$ cat src/rtl/mul_iter.sv
// mul_iter: iterative multiplier, P = X*Y, digitW bits of X per cycle.
// Optional MUL_ITER_EARLY_TERM_EN: unsigned early exit on zero upper digits.
//
// Ports:
//   clk_i, rst_ni            clock, async active-low reset
//   in_valid_i, in_ready_o   operand handshake (X, Y, TC)
//   X [widthX], Y [widthY]   multiplier, multiplicand
//   TC                       1 = two's complement, 0 = unsigned
//   out_valid_o, out_ready_i product handshake
//   P [widthX+widthY]        product, held until consumed

package lau_pkg;
    typedef enum logic {SLOW, FAST} speed_e;
endpackage

module mul_iter #(
    parameter int              widthX = 16,
    parameter int              widthY = 16,
    parameter int              digitW = 4,
    parameter lau_pkg::speed_e speed  = lau_pkg::FAST
) (
    input  logic                     clk_i,
    input  logic                     rst_ni,
    input  logic                     in_valid_i,
    output logic                     in_ready_o,
    input  logic [widthX-1:0]        X,
    input  logic [widthY-1:0]        Y,
    input  logic                     TC,
    output logic                     out_valid_o,
    input  logic                     out_ready_i,
    output logic [widthX+widthY-1:0] P
);

    localparam int W  = widthX + widthY;
    localparam int N  = (widthX + digitW - 1) / digitW;
    localparam int XP = N * digitW;
    localparam int CW = (N > 1) ? $clog2(N) : 1;

    typedef enum logic [1:0] {IDLE, BUSY, DONE} state_t;

    state_t              state_q, state_d;
    logic [widthX-1:0]   x_q;
    logic [widthY-1:0]   y_q;
    logic                tc_q;
    logic [W-1:0]        acc_q;
    logic [W-1:0]        p_q;
    logic [CW-1:0]       cnt_q;

    logic                hs;
    logic                last;
    logic                finish;
    logic [XP-1:0]       x_pad;
    logic [digitW-1:0]   digit;
    logic signed [digitW:0] d_s;
    logic signed [widthY:0] y_s;
    logic signed [W+1:0] prod;
    logic [W-1:0]        pp;
    logic [W-1:0]        acc_sum;
    int                  sh;

    // X padded to a whole number of digits; sign-extended in TC mode so
    // the top digit carries the sign.
    always_comb begin
        if (tc_q) begin
            x_pad = XP'($signed(x_q));
        end else begin
            x_pad = XP'(x_q);
        end
    end

    assign sh    = int'(cnt_q) * digitW;
    assign digit = x_pad[sh +: digitW];
    assign last  = (cnt_q == CW'(N - 1));

    // Only the top digit is negatively weighted in TC mode; lower digits
    // are plain unsigned values.
    assign d_s  = {tc_q & last & digit[digitW-1], digit};
    assign y_s  = {tc_q & y_q[widthY-1], y_q};
    assign prod = (W+2)'(d_s) * (W+2)'(y_s);
    assign pp   = prod[W-1:0] << sh;

    if (speed == lau_pkg::FAST) begin : g_fast
        assign acc_sum = acc_q + pp;
    end else begin : g_ripple
        logic [W-1:0] c;
        always_comb begin
            c = '0;
            for (int k = 0; k < W - 1; k++) begin
                c[k+1] = (acc_q[k] & pp[k]) | (c[k] & (acc_q[k] ^ pp[k]));
            end
            acc_sum = acc_q ^ pp ^ c;
        end
    end

`ifdef MUL_ITER_EARLY_TERM_EN
    logic rest_zero;
    assign rest_zero = ((x_pad >> (sh + digitW)) == '0);
    assign finish    = last || (!tc_q && rest_zero);
`else
    assign finish = last;
`endif

    assign hs = in_valid_i && in_ready_o;

    always_comb begin
        state_d     = state_q;
        in_ready_o  = 1'b0;
        out_valid_o = 1'b0;
        unique case (state_q)
            IDLE: begin
                in_ready_o = 1'b1;
                if (hs) begin
                    state_d = BUSY;
                end
            end
            BUSY: begin
                if (finish) begin
                    state_d = DONE;
                end
            end
            DONE: begin
                out_valid_o = 1'b1;
                in_ready_o  = out_ready_i;
                if (out_ready_i) begin
                    state_d = hs ? BUSY : IDLE;
                end
            end
            default: begin
                state_d = IDLE;
            end
        endcase
    end

    always_ff @(posedge clk_i or negedge rst_ni) begin
        if (!rst_ni) begin
            state_q <= IDLE;
            x_q     <= '0;
            y_q     <= '0;
            tc_q    <= 1'b0;
            acc_q   <= '0;
            cnt_q   <= '0;
            p_q     <= '0;
        end else begin
            state_q <= state_d;
            if (hs) begin
                x_q   <= X;
                y_q   <= Y;
                tc_q  <= TC;
                acc_q <= '0;
                cnt_q <= '0;
            end else if (state_q == BUSY) begin
                acc_q <= acc_sum;
                cnt_q <= cnt_q + 1'b1;
                if (finish) begin
                    p_q <= acc_sum;
                end
            end
        end
    end

    assign P = p_q;

endmodule

$ cat config.mk
export PLATFORM = sky130hd
export DESIGN_NAME = mul_iter
export DESIGN_NICKNAME = d
export VERILOG_FILES = /design/src/rtl/mul_iter.sv
export SDC_FILE = /design/constraint.sdc
export NUM_CORES = 1
export LEC_CHECK = 0
export BUFFER_PORTS_ARGS = -buffer_cell sky130_fd_sc_hd__buf_4
export CORE_MARGIN = 4
export CORE_UTILIZATION = 45
export CTS_CLUSTER_DIAMETER = 50
export CTS_CLUSTER_SIZE = 8
export DETAILED_ROUTE_END_ITERATION = 10
export GPL_TIMING_DRIVEN = 0
export REMOVE_ABC_BUFFERS = 1
export SLEW_MARGIN = 20
export SYNTH_ARGS = -nofsm -noshare
export SYNTH_HDL_FRONTEND = slang
export SYNTH_SLANG_ARGS = --single-unit
$ cat constraint.sdc
create_clock -name clk_i -period 15.2 [get_ports clk_i]
set_clock_uncertainty 0.15 [all_clocks]
set_input_delay 2.28 -clock clk_i [delete_from_list [all_inputs] [get_ports clk_i]]
set_output_delay 2.28 -clock clk_i [all_outputs]
set_load 0.01 [all_outputs]
==> flow_summary.json, run 1 <==
{
  "slowest_delay_ns": 1.06,
  "syn-cell-area_um2": 9260,
  "clock_latency_ns": 0.36,
  "worstSetupEndpointType": "flip-flop",
  "drive_above_1_share_pct": 11.1,
  "synth_top_cell_area_share_pct": 27.3,
  "fmax_mhz": 106,
  "grt_antenna_before_repair": 0,
  "rsz0062_at_grt": "no",
  "slew-limit-headroom_pct": 27.7,
  "r2r-end": "P[31]",
  "layout_common_cells": "nand2_1 (182), inv_1 (108), dfrtp_1 (101), o21ai_0 (73), ha_1 (73)",
  "synth_warnings": 0,
  "num-fill-cells": 1929,
  "antenna_cells": 0,
  "cpMaxStageDelayCell": "dfrtp_1",
  "dieArea_um2": 22900,
  "num_rows": 52,
  "first_pass_iters": 5,
  "arrival_ns": 9.50,
  "cts_setup_buffers": 0,
  "drv_cap": 0,
  "fin_tns_setup_ns": 0,
  "ctsResizeCount": 0,
  "rr_startpoint": "cnt_q[1]",
  "ant_nets": 0,
  "crit_fanout": 29,
  "cp_top_family": "adder cells",
  "drcViolationCount": 0,
  "path_clk_slew_ns": 0.08,
  "portBuffers": 70,
  "gp_congestion": 0.838,
  "grt_use_total_pct": 19.4,
  "hpwl_mm": 16.2,
  "stdcell_area_um2": 10400,
  "synthToLayoutAreaGrowth_pct": 12.0,
  "pin_count": 71,
  "drt_wl_total_mm": 21.1,
  "grt_overflow": 0,
  "wl_per_cell_um": 15.1,
  "ctsHoldBuffers": 0,
  "grt_first_pass_wirelength_mm": 35.7,
  "slew_viol_final": 0,
  "tritoncts": "yes",
  "final_nets": 1290,
  "synthTopCellsByArea": "dfrtp_1 (27%), fa_1 (12%), ha_1 (9.9%)",
  "drt-initial-drc-count": 415,
  "r2r_setup_slack_ns": 5.80,
  "die_w_um": 151,
  "period_share_pct": 61.8,
  "synth_enable_flop_cells": 0,
  "dpl_cell_area_um2": 10000,
  "cts_num_sinks": 101,
  "num_vias": 7371,
  "synth-main-ff-cell": "dfrtp_1",
  "cts_buffer_depth": 2,
  "avgSynthCellArea_um2": 8.55,
  "tightest_slew_ns": 1.08,
  "fin_crit_ns": 9.40,
  "grt_max_degree": 102,
  "start_kind": "flip-flop",
  "setup_violations": 0,
  "cts_root_buf": "clkbuf_16",
  "syn_inst": 1083,
  "hp-start": "x_pad[11]",
  "core_um2": 20200,
  "path_buf_inv": 1,
  "synth_seq_area_share_pct": 27.3,
  "ys_types": 66,
  "outcome": "complete, no violations",
  "async_flop_share_pct": 100,
  "synth.ff_latch_count": 101,
  "dieHeight_um": 151,
  "path_class": "reg -> reg",
  "synth_largest_area_cell": "dfrtp_1",
  "hold_violations": 0,
  "cp_common_cell": "fa_1",
  "min_path_type": "reg -> reg",
  "start_util_pct": 45.7,
  "r2r_cells": 25,
  "htree_num_levels": 3,
  "whs_endpoint": "x_pad[11]",
  "avgViaCountPerCell": 5.26,
  "grt_pass1_vias": 7221,
  "mostFrequentLayoutCell": "nand2_1",
  "hold_depth": 2,
  "crit_required_ns": 15.30,
  "cts-buffers-inserted": 9
}
## worst max-delay path by stage
| stage | from | end | cells past startpoint |
|---|---|---|---|
| final | cnt_q[1] | P[31] | 25 |
| after global routing | cnt_q[1] | P[31] | 25 |
| after floorplan | cnt_q[0] | P[26] | 25 |
| after CTS | cnt_q[1] | P[30] | 25 |
| after detailed placement | cnt_q[1] | P[30] | 25 |
| after global placement | cnt_q[1] | P[30] | 25 |
## metrics by stage
step                      utilization, %  instances  setup slack [ns]  hold WS (ns)
after floorplan                        -       1042              7.33         0.290
after global placement              49.2       1382              5.86         0.305
after detailed placement            49.6       1385              5.85         0.310
after CTS                           51.2       1401              5.82         0.327
after global routing                51.2       1401              5.25         0.335
final                               51.2       1401              5.80         0.326
## metal layers
| metal | share of wire [%] | global-route usage (%) | vias up |
|---|---|---|---|
| li1 | - | - | 3727 |
| met1 | 49 | 27.4 | 3521 |
| met2 | 46 | 31.5 | 103 |
| met3 | 3.4 | 2.69 | 20 |
| met4 | 1.7 | 4.81 | 0 |
| met5 | 0 | 0 | - |
## cell families (layout without fill, tap and decap cells)
kind of cell,after synthesis,after routing,share of synthesized area [%]
mux,22,22,3.26
buf+inv,150,198,6.11
compound gates,240,240,17.1
fa+ha+maj,127,127,21.5
flops,101,101,27.3
xor+xnor,44,44,4.16
simple gates,399,399,20.5
## worst min-delay path: stages (launching register included)
cell and delay (ns):
dfrtp_1 0.34, nand2_1 0.05, nand2_1 0.06
## synthesized netlist by cell type (all sizes together), types with 3 or more instances
cell type	n
nor3	10
a21o	28
buf	8
mux2i	11
ha	73
o21bai	3
mux2	5
o22ai	4
inv	108
mux4	6
xor2	17
nand2b	14
o21ai	90
and2	70
dfrtp	101
or2	5
clkbuf	33
nand2	184
o211ai	6
and4	3
o21a	5
a21boi	5
fa	54
nor2	46
a21oi	49
a221oi	6
nand3	27
xnor2	27
or3	5
a211oi	13
nor2b	7
nor3b	5
and3	15
a31oi	4
o31ai	10
nand4	4
## registers in the layout (all words and copies together) (netlist names)
register	cells
acc_q	32
tc_q	1
P	32
y_q	16
cnt_q	2
state_q	2
x_pad	16
## area by class of cell
| type | instances | area (µm²) | area share, % |
|---|---|---|---|
| clock buffer | 10 | 229 | 2.21 |
| clock inverter | 6 | 87.6 | 0.845 |
| timing repair buffer | 73 | 597 | 5.76 |
| multi-input combinational | 832 | 6170 | 59.6 |
| inverter | 109 | 409 | 3.95 |
| tap | 270 | 338 | 3.26 |
| sequential | 101 | 2530 | 24.4 |
Power of run 1 is not shown: default switching activity piles up to over one toggle a cycle in this logic, so the estimate is an artifact.
==> run 2, diff against run 1 <==
clock period = 9.8 ns   (was 15.2 ns; I/O delays follow)
==> run 2 against run 1 <==
  * Sequential share of layout area about the same
  * Core utilization about the same
  * Register-to-register slack worse by 5.0 ns
  * Worst hold slack stayed put
  * Critical endpoint unchanged
==> flow_summary.json, run 2 (synthesis results as in run 1) <==
{
  "outcome": "complete, no violations",
  "grt_first_pass_wirelength_mm": 35.7,
  "arrival_ns": 9.14,
  "portBuffers": 70,
  "final_nets": 1290,
  "drive_above_1_share_pct": 11.3,
  "drt-initial-drc-count": 397,
  "grt_antenna_before_repair": 0,
  "crit_required_ns": 9.90,
  "fin_crit_ns": 9.04,
  "htree_num_levels": 3,
  "hpwl_mm": 16.2,
  "num_rows": 52,
  "dpl_cell_area_um2": 10000,
  "path_clk_slew_ns": 0.08,
  "wl_per_cell_um": 15.1,
  "mostFrequentLayoutCell": "nand2_1",
  "pin_count": 71,
  "min_path_type": "reg -> reg",
  "setup_violations": 0,
  "tritoncts": "yes",
  "grt_use_total_pct": 19.4,
  "worstSetupEndpointType": "flip-flop",
  "cts_buffer_depth": 2,
  "start_util_pct": 45.7,
  "period_share_pct": 92.2,
  "drt_wl_total_mm": 21.2,
  "dieHeight_um": 151,
  "avgViaCountPerCell": 5.26,
  "slew_viol_final": 0,
  "crit_fanout": 29,
  "ctsResizeCount": 0,
  "stdcell_area_um2": 10400,
  "ant_nets": 0,
  "slew-limit-headroom_pct": 36.9,
  "die_w_um": 151,
  "path_class": "reg -> reg",
  "synthToLayoutAreaGrowth_pct": 12.0,
  "grt_max_degree": 102,
  "cts_setup_buffers": 0,
  "start_kind": "flip-flop",
  "first_pass_iters": 5,
  "tightest_slew_ns": 0.946,
  "grt_overflow": 0,
  "num_vias": 7371,
  "hold_violations": 0,
  "num-fill-cells": 1930,
  "cts_root_buf": "clkbuf_16",
  "cts-buffers-inserted": 9,
  "rsz0062_at_grt": "no",
  "cts_num_sinks": 101,
  "gp_congestion": 0.838,
  "layout_common_cells": "nand2_1 (182), inv_1 (108), dfrtp_1 (99), o21ai_0 (73), ha_1 (73)",
  "antenna_cells": 0,
  "drcViolationCount": 0,
  "ctsHoldBuffers": 0,
  "fin_tns_setup_ns": 0,
  "core_um2": 20200,
  "drv_cap": 0,
  "fmax_mhz": 111,
  "dieArea_um2": 22900,
  "clock_latency_ns": 0.36,
  "grt_pass1_vias": 7221
}
run 2: metal layers:
layer	up-vias	global-route usage [%]	part of all wire [%]
met4	0	4.81	1.7
met5	-	0	0
li1	3728	-	-
met1	3523	27.4	49
met2	100	31.5	46
met3	20	2.69	3.4
run 2: worst paths after layout:
kind	startpoint	to	cells past startpoint	slack (ns)
hold reg to reg	x_pad[11]	x_pad[11]	2	0.33
max in group asynchronous	rst_ni	cnt_q[1]	1	7.73
hold / removal	x_pad[11]	x_pad[11]	2	0.33
setup / recovery	cnt_q[1]	P[31]	25	0.76
setup reg to reg	cnt_q[1]	P[31]	25	0.76
min in group asynchronous	rst_ni	P[9]	1	1.08
run 2: cell type report:
type / instances / area (µm²) / area share [%]
inverters: 109 / 409 / 3.95
clock buffers: 10 / 229 / 2.21
flip-flops and latches: 101 / 2530 / 24.4
repair buffers: 73 / 597 / 5.76
clock inverters: 6 / 87.6 / 0.845
multi-input cells: 832 / 6170 / 59.6
well taps: 270 / 338 / 3.26
run 2: per-stage QoR:
stage / cells / util [%] / hold slack (ns) / setup WS [ns]
floorplan: 1042 / - / 0.290 / 1.93
detailed placement: 1385 / 49.6 / 0.310 / 0.454
global placement: 1382 / 49.2 / 0.305 / 0.462
CTS: 1401 / 51.2 / 0.327 / 0.422
finish: 1401 / 51.2 / 0.326 / 0.762
global route: 1401 / 51.2 / 0.335 / 0.263
run 2: critical path, stage by stage (launching register included):
cell and delay, ns:
dfrtp_2 0.75, ha_1 0.62, nand3_1 0.70, or2_2 0.56, fa_1 0.52, fa_1 0.53, fa_1 0.55, inv_1 0.08
fa_1 0.49, a211oi_2 0.26, o21ai_2 0.12, a31oi_4 0.26, a211oi_2 0.14, o21ai_1 0.19, a21oi_1 0.13, or2_1 0.27
a221o_1 0.40, ha_1 0.42, a21oi_1 0.21, o21ai_1 0.10, a2111oi_0 0.51, o22ai_1 0.18, a211oi_2 0.25, xor2_1 0.20
a21oi_1 0.08, o31ai_1 0.25
Power of run 2 is left out for the same reason.
==> run 3, diff against run 2 <==
CTS_BUF_LIST = sky130_fd_sc_hd__clkbuf_8   (was unset)
==> run 3 against run 2 <==
  * Flip-flop and latch count unchanged
  * Register-to-register slack is essentially flat
  * Core utilization down 0.50 points
  * Routed wire length fell by 0.60%
  * Sequential share of layout area up 0.24 points
  * Count of clock-buffer cells in the layout down 1
  * Worst hold slack better by 0.0065 ns
  * Highest routed layer unchanged
==> flow_summary.json, run 3 (synthesis results as in run 1) <==
{
  "outcome": "complete, no violations",
  "hold_violations": 0,
  "period_share_pct": 92.3,
  "avgViaCountPerCell": 5.25,
  "die_w_um": 151,
  "layout_common_cells": "nand2_1 (182), inv_1 (109), dfrtp_1 (99), o21ai_0 (73), ha_1 (73)",
  "cpMaxStageDelayCell": "dfrtp_2",
  "tritoncts": "yes",
  "worstSetupStartpoint": "cnt_q[1]",
  "cts_buffer_depth": 2,
  "first_pass_iters": 5,
  "tightest_slew_ns": 0.943,
  "portBuffers": 70,
  "grt_use_total_pct": 19.4,
  "drive_above_1_share_pct": 11.3,
  "grt_pass1_vias": 7245,
  "htree_num_levels": 3,
  "dieArea_um2": 22900,
  "stdcell_area_um2": 10300,
  "drt_wl_total_mm": 21.0,
  "worstSetupEndpointType": "flip-flop",
  "grt_antenna_before_repair": 0,
  "ant_nets": 0,
  "clock_latency_ns": 0.39,
  "final_nets": 1290,
  "rsz0062_at_grt": "no",
  "slowest_delay_ns": 0.76,
  "num_rows": 52,
  "drcViolationCount": 0,
  "fin_util_pct": 50.7,
  "r2r_setup_slack_ns": 0.76,
  "setup_violations": 0,
  "crit_required_ns": 9.97,
  "cp_common_cell": "fa_1",
  "path_clk_slew_ns": 0.11,
  "cts-buffers-inserted": 9,
  "synthToLayoutAreaGrowth_pct": 10.9,
  "pin_count": 71,
  "num-fill-cells": 1949,
  "dieHeight_um": 151,
  "antenna_cells": 0,
  "hp-start": "x_pad[3]",
  "min_path_type": "reg -> reg",
  "gp_congestion": 0.838,
  "holdWs_ns": 0.332,
  "grt_first_pass_wirelength_mm": 35.8,
  "core_um2": 20200,
  "hpwl_mm": 16.2,
  "drv_cap": 0,
  "cts_num_sinks": 101,
  "mostFrequentLayoutCell": "nand2_1",
  "grt_max_degree": 102,
  "rr_startpoint": "cnt_q[1]",
  "dpl_cell_area_um2": 10000,
  "grt_overflow": 0,
  "arrival_ns": 9.21,
  "cts_root_buf": "clkbuf_8",
  "crit_fanout": 29,
  "slew_viol_final": 0,
  "fin_crit_ns": 9.04,
  "path_class": "reg -> reg",
  "fin_tns_setup_ns": 0,
  "drt-initial-drc-count": 378,
  "start_util_pct": 45.7,
  "slew-limit-headroom_pct": 37.1,
  "start_kind": "flip-flop",
  "fmax_mhz": 111,
  "wl_per_cell_um": 15.0,
  "num_vias": 7352
}
## run 3: cell count changes in the layout (fill, tap and decap cells not counted)
cell       change
clkbuf_16      -9
clkbuf_8       +9
clkbuf_1       -1
inv_1          +1
## run 3: worst max-delay path: cells and delay by family, from the launching register on
kind | cells | cell delay [ns]
adder cells (fa/ha/maj) | 6 | 3.12
AND/OR/NAND/NOR | 2 | 1.24
AO/OA/AOI/OAI | 13 | 2.59
flip-flops | 1 | 0.76
XOR/XNOR | 1 | 0.17
multiplexers | 2 | 0.84
buffers and inverters | 1 | 0.08
## run 3: final timing paths
kind / to / cells past startpoint
setup / recovery: P[26] / 25
hold / removal: x_pad[3] / 2
setup reg to reg: P[26] / 25
hold reg to reg: x_pad[3] / 2
max in group asynchronous: cnt_q[1] / 1
min in group asynchronous: P[9] / 1
## run 3: cell type report
| type | instances | area [µm²] | area share [%] |
|---|---|---|---|
| Multi-Input combinational cell | 832 | 6170 | 60.2 |
| Timing Repair Buffer | 73 | 597 | 5.82 |
| Sequential cell | 101 | 2530 | 24.7 |
| Inverter | 109 | 409 | 3.99 |
| Tap cell | 270 | 338 | 3.29 |
| Clock buffer | 9 | 124 | 1.21 |
| Clock inverter | 7 | 91.3 | 0.890 |
## run 3: timing repair
item,in CTS,in global routing
setup endpoints to repair,0,8
gates resized for setup,0,2
buffers inserted,0,0
hold buffers,0,0
## run 3: per-layer routing
metal	part of all wire, %	wire (µm)	global-route usage [%]
met2	46	9740	31.6
met3	4.1	859	3.53
met4	1.4	292	3.76
met5	0	0	0
met1	48	10100	27.4
## run 3: per-stage QoR
stage | setup slack (ns) | cells
finish | 0.759 | 1401
global route | 0.248 | 1401
CTS | 0.410 | 1401
detailed placement | 0.454 | 1385
global placement | 0.462 | 1382
floorplan | 1.93 | 1042
Power of run 3 is left out for the same reason.
